**src/rtl/keyword_tokenizer_pkg.sv**
```systemverilog
// Shared encodings for the keyword tokenizer and the downstream nesting checker.
package keyword_tokenizer_pkg;

  typedef enum logic [1:0] {
    TOK_OTHER = 2'd0,
    TOK_BEGIN = 2'd1,
    TOK_END   = 2'd2
  } tok_type_e;

  typedef enum logic [3:0] {
    S_IDLE,
    S_B1,
    S_B2,
    S_B3,
    S_B4,
    S_BFULL,
    S_E1,
    S_E2,
    S_EFULL,
    S_OTH
  } state_e;

  localparam logic [7:0] CH_SPACE = 8'h20;
  localparam logic [7:0] CH_TAB   = 8'h09;
  localparam logic [7:0] CH_LF    = 8'h0A;
  localparam logic [7:0] CH_CR    = 8'h0D;

  // Keyword state advance on one lower-cased word character.
  function automatic state_e next_state(input state_e s, input logic [7:0] c);
    state_e n;
    n = S_OTH;
    case (s)
      S_IDLE: n = (c == 8'h62) ? S_B1 : (c == 8'h65) ? S_E1 : S_OTH;
      S_B1:   n = (c == 8'h65) ? S_B2    : S_OTH;
      S_B2:   n = (c == 8'h67) ? S_B3    : S_OTH;
      S_B3:   n = (c == 8'h69) ? S_B4    : S_OTH;
      S_B4:   n = (c == 8'h6E) ? S_BFULL : S_OTH;
      S_E1:   n = (c == 8'h6E) ? S_E2    : S_OTH;
      S_E2:   n = (c == 8'h64) ? S_EFULL : S_OTH;
      default: n = S_OTH;
    endcase
    return n;
  endfunction

endpackage

```
**src/rtl/keyword_tokenizer_char_classify.sv**
```systemverilog
// Combinational delimiter detection and ASCII lower-casing for keyword matching.
module char_classify
  import keyword_tokenizer_pkg::*;
(
  input  logic [7:0] i_char,
  output logic       o_is_delim,
  output logic [7:0] o_lower
);

  always_comb begin
    o_is_delim = (i_char == CH_SPACE) || (i_char == CH_TAB) ||
                 (i_char == CH_LF)    || (i_char == CH_CR);
    o_lower    = i_char;
    if (i_char >= 8'h41 && i_char <= 8'h5A) o_lower = i_char + 8'h20;
  end

endmodule

```
**src/rtl/keyword_tokenizer.sv**
```systemverilog
// Splits an ASCII stream into whitespace-delimited words and emits one
// classified (BEGIN/END/OTHER) token per word with length and running count.
module keyword_tokenizer
  import keyword_tokenizer_pkg::*;
#(
  parameter int unsigned LEN_W = 8,
  parameter int unsigned CNT_W = 16
) (
  input  logic             clk,
  input  logic             reset,
  input  logic [7:0]       in,
  input  logic             in_valid,
  input  logic             eos,
  output logic             tok_valid,
  output logic [1:0]       tok_type,
  output logic [LEN_W-1:0] tok_len,
  output logic [CNT_W-1:0] tok_count,
  output logic             busy
);

  logic             w_is_delim;
  logic [7:0]       w_lower;
  logic             w_char;
  logic             w_delim;
  state_e           w_state_after;
  logic [LEN_W-1:0] w_len_after;
  logic             w_emit;

  state_e           r_state;
  logic [LEN_W-1:0] r_len;
  logic             r_tok_valid;
  tok_type_e        r_tok_type;
  logic [LEN_W-1:0] r_tok_len;
  logic [CNT_W-1:0] r_tok_count;
  logic             r_busy;

  char_classify u_classify (
    .i_char     (in),
    .o_is_delim (w_is_delim),
    .o_lower    (w_lower)
  );

  // The current character is folded in first, so eos on the same cycle
  // emits a word that includes it.
  always_comb begin
    w_char        = in_valid && !w_is_delim;
    w_delim       = in_valid && w_is_delim;
    w_state_after = r_state;
    w_len_after   = r_len;
    if (w_char) begin
      w_state_after = next_state(r_state, w_lower);
      if (r_state == S_IDLE)  w_len_after = LEN_W'(1);
      else if (r_len != '1)   w_len_after = r_len + LEN_W'(1);
    end
    w_emit = (w_delim || eos) && (w_state_after != S_IDLE);
  end

  always_ff @(posedge clk or posedge reset) begin
    if (reset) begin
      r_state     <= S_IDLE;
      r_len       <= '0;
      r_tok_valid <= 1'b0;
      r_tok_type  <= TOK_OTHER;
      r_tok_len   <= '0;
      r_tok_count <= '0;
      r_busy      <= 1'b0;
    end else begin
      r_tok_valid <= w_emit;
      r_len       <= w_len_after;
      if (w_emit || w_delim) begin
        r_state <= S_IDLE;
        r_busy  <= 1'b0;
      end else begin
        r_state <= w_state_after;
        r_busy  <= (w_state_after != S_IDLE);
      end
      if (w_emit) begin
        r_tok_len   <= w_len_after;
        r_tok_count <= r_tok_count + CNT_W'(1);
        case (w_state_after)
          S_BFULL: r_tok_type <= TOK_BEGIN;
          S_EFULL: r_tok_type <= TOK_END;
          default: r_tok_type <= TOK_OTHER;
        endcase
      end
    end
  end

  assign tok_valid = r_tok_valid;
  assign tok_type  = r_tok_type;
  assign tok_len   = r_tok_len;
  assign tok_count = r_tok_count;
  assign busy      = r_busy;

endmodule

```
**config.mk**
```make
export PLATFORM = sky130hd
export DESIGN_NAME = keyword_tokenizer
export DESIGN_NICKNAME = d
export VERILOG_FILES = /design/src/rtl/keyword_tokenizer_pkg.sv /design/src/rtl/keyword_tokenizer_char_classify.sv /design/src/rtl/keyword_tokenizer.sv
export SDC_FILE = /design/constraint.sdc
export NUM_CORES = 1
export LEC_CHECK = 0
export CAP_MARGIN = 30
export CELL_PAD_IN_SITES_DETAIL_PLACEMENT = 1
export CELL_PAD_IN_SITES_GLOBAL_PLACEMENT = 1
export CORE_ASPECT_RATIO = 1.2
export CORE_MARGIN = 2
export CORE_UTILIZATION = 41
export CTS_CLUSTER_SIZE = 16
export DETAILED_ROUTE_END_ITERATION = 7
export PLACE_DENSITY = 0.81
export SLEW_MARGIN = 20
export SYNTH_ARGS = -nofsm -noshare
export SYNTH_HDL_FRONTEND = slang
export SYNTH_HIERARCHICAL = 1
export SYNTH_SLANG_ARGS = --single-unit
```
**constraint.sdc**
```tcl
create_clock -name clk -period 2.6 [get_ports clk]
set_input_delay 0.26 -clock clk [delete_from_list [all_inputs] [get_ports clk]]
set_output_delay 0.26 -clock clk [all_outputs]
set_load 0.01 [all_outputs]
```
==> metrics.md <==
| Metric | Value |
|---|---|
| Syn_nets | `between 200 and 250` |
| CTS buffer count | `5` |
| Synth Instances | `between 200 and 250` |
| M1 GR Usage | `around 33%` |
| Final wirelength | `8.38 mm` |
| Max Cap Violations | `0` |
| Ys flop type | `dfrtp_1` |
| Dpl hpwl | `roughly 4.8 mm` |
| Full die area | `6400 µm²` |
| Skew-Pair Late Insertion Delay | `about 0.30 ns` |
| Ant diodes | `0` |
| Slew @ Worst Pin | `~0.52 ns` |
| Period utilisation layout | `114%` |
| Final WS setup | `-0.358 ns` |
| DR vias | `~2.2k` |
| FF-to-FF setup slack | `-0.06 ns` |
| Critical Path RT | `2.82 ns` |
| Mapped Area | `2370 µm²` |
| Core Region | `5630 µm²` |
| Syn avg cell area | `10.1 µm²` |
| CTS tree | `done` |
| Slew headroom | `around 65%` |
| Number of global-route vias before repair | `between 2k and 2.5k` |
| Routability Congestion | `a little over 0.8` |
| Final setup violation count | `26` |
| GR Overflow Total | `0` |
| Number of routed nets with antenna violations | `0` |
| Die X | `about 73 µm` |
| Via density | `a little under 6` |
| VDD IR max | `approximately 700 µV` |
| CP arrival | `3.18 ns` |
| Proportion of layout cells with a drive suffix above 1 | `about a third` |
| TritonRoute pass-1 iters | `4` |
| Setup CP Type | `primary input to flop` |
| CP max FO | `5` |
| Final Skew | `between 0.004 and 0.005 ns` |
| Max Root-Sink Buffers | `2` |
| Final TNS setup | `-7.44 ns` |
| Min Tclk post-route | `2.96 ns` |
| Outcome | `finished with violations` |
| 1st-iter DRT viols | `~120` |
| Top cells by area, synth | `dfrtp_1 42%, xor2_1 4.4%, mux2_4 3.2%, nand2_1 3.2%, nor2_1 3.0%` |
| Largest net degree at the start of global routing | `41` |
| Antenna violations before repair | `0` |
| Hold_buf cts | `0` |
| M3 GR Usage | `approximately 4.9%` |
| Nature of the critical path startpoint | `primary input` |
| Hold Crit Class | `primary input to asynchronous set/reset pin` |
| EDFF count, synth | `0` |
| Synth top area share | `a little over two fifths` |
| Gr usage total | `27.3%` |
| Area delta synth->final | `46.3%` |
| Static Leakage | `roughly 0.0015 µW` |
| RSZ-0062 raised after global routing | `yes` |
| Pins Over Slew Limit | `0` |
| Failing checks | `negative setup slack` |
| Finished Core Util | `between 60% and 70%` |
| Worst r2r path cells | `9` |
| Clock-pin slew on the worst setup and hold paths | `0.08 ns` |
| Reg-to-Reg End | `tok_count[12]$_DFFE_PP0P_` |
| CTS Root Cell | `clkbuf_8` |
| Reg2reg start | `r_state[3]$_DFF_PP0_` |
| Number of H-tree levels | `2` |
| Busiest grt layer | `met2` |
| Ys Warns | `6` |
| I/O Buffers | `39` |
| Crit end category | `flop` |
| Yosys cell types | `62` |
| Clk sinks | `40` |
| F_max | `roughly 0.34 GHz` |
| Wire length per cell | `between 20 and 25 µm` |
| Register bit total from synthesis | `40` |
| First-pass GRT wire length | `13.1 mm` |
| Final net count | `between 300 and 400` |
| Met2 GRT Util | `approximately half` |
| Core Rows | `30` |
| Post-synthesis sequential area ratio | `42.3%` |
| Final hold vios | `0` |
| Starting Density | `42.0%` |
| Final std cells w/o fill | `about 370` |
| P per Cell Area | `between 600 and 700 nW/µm²` |
| Yosys top cell by area | `dfrtp_1` |
| Ys async rst share | `between 90% and 100%` |
| Drt drc | `0` |
| Ports | `40` |
| Placed Instances | `between 300 and 400` |
| Chip height | `between 80 and 90 µm` |
## cells in the final DEF (no fill, tap or decap), types with 4 or more instances in the layout
master / n
a21oi_1: 10
buf_4: 32
buf_6: 5
clkbuf_8: 6
clkdlybuf4s50_1: 31
dfrtp_1: 40
inv_1: 6
mux2_4: 6
nand2_1: 16
nand2_4: 4
nand3_1: 10
nand4_1: 5
nor2_1: 14
nor2b_1: 5
nor4_4: 4
o21ai_0: 5
xnor2_2: 5
xor2_1: 12
## logic make-up after synthesis
| group | Yosys count | share of synthesized area (%) |
|---|---|---|
| DFF | 40 | 42.3 |
| buffers and inverters | 21 | 5.18 |
| muxes | 8 | 4.60 |
| and+or+nand+nor | 97 | 24.2 |
| AOI/OAI and AO/OA | 47 | 15.4 |
| xor gates and xnor gates | 18 | 6.66 |
| adders and majority gates | 3 | 1.59 |
## registers in the layout, indices dropped and copies added, names as in the netlist
register,count
busy,1
r_len,8
r_state,4
tok_count,16
tok_len,8
tok_type,2
tok_valid,1
## cells in the mapped netlist (2+ instances only)
library cell,n
dfrtp_1,40
o21bai_1,2
buf_2,6
xor2_1,12
nand4_1,5
nor4_1,3
nor2_1,19
o2111ai_1,2
ha_1,3
and4b_1,2
nand2b_1,2
o21ai_0,6
mux2_2,3
nor4b_1,2
a21oi_1,11
and3_1,3
xnor2_1,6
and2_1,3
and3b_1,2
nand3_1,11
nor2b_1,5
buf_4,5
o31ai_1,4
nor3b_2,2
mux2_4,5
buf_6,2
a31oi_1,3
inv_1,6
nand2_1,20
nor3_1,7
## worst max-delay path by stage
stage / slack, ns / start / end / depth (start not counted)
floorplan: -0.08 / in[3] / tok_len[0]$_DFFE_PP0P_ / 11
global placement: -0.66 / in[1] / tok_count[14]$_DFFE_PP0P_ / 12
detailed placement: -0.78 / in[3] / tok_count[15]$_DFFE_PP0P_ / 12
CTS: -0.25 / in[1] / tok_len[7]$_DFFE_PP0P_ / 11
global route: -0.46 / in[1] / tok_count[2]$_DFFE_PP0P_ / 13
finish: -0.36 / in[1] / tok_count[4]$_DFFE_PP0P_ / 13
## metal layers
layer	share of wire (%)	vias to the layer above	wire [µm]
met5	0	-	0
met4	2.0	0	165
met3	3.9	18	328
met2	52	64	4340
met1	42	1127	3540
li1	-	995	-
## metrics by stage
stage	setup WS, ns	total power (µW)	area [µm²]	hold slack (ns)
after floorplan	-0.0800	1180	2400	0.422
after global placement	-0.656	1470	3010	0.461
after detailed placement	-0.778	1500	3010	0.493
after CTS	-0.249	2030	3390	0.450
after global routing	-0.461	2220	3460	0.510
final	-0.358	2140	3460	0.453
## worst max-delay path: stages
cell,delay [ns]
buf_8,0.10
nor4_4,0.35
o2bb2ai_4,0.19
o41a_1,0.19
or3b_4,0.40
nor2_1,0.19
a221o_1,0.24
a41oi_2,0.18
o31ai_4,0.39
clkinvlp_4,0.29
buf_12,0.21
nand2_4,0.07
xnor2_2,0.12
## where the power goes
| group | internal, µW | switching [µW] | total (µW) |
|---|---|---|---|
| combinational | 423 | 374 | 797 |
| sequential | 735 | 156 | 892 |
| clock | 217 | 236 | 453 |
## layout make-up
| cell class | count | area, µm² |
|---|---|---|
| clock buffers | 8 | 90.1 |
| well taps | 64 | 80.1 |
| inverters | 8 | 35.0 |
| repair inverters | 1 | 7.51 |
| flip-flops and latches | 40 | 1000 |
| repair buffers | 78 | 727 |
| multi-input cells | 173 | 1520 |
| fillers | 599 | 2170 |
## repair_timing
| action | in CTS | in global routing |
|---|---|---|
| pin swaps | 27 | 14 |
| setup endpoints to repair | 28 | 26 |
| gates cloned | 2 | 0 |
| gates resized for setup | 70 | 13 |
| setup buffers | 6 | 4 |
(Power assumes the default switching activity.)
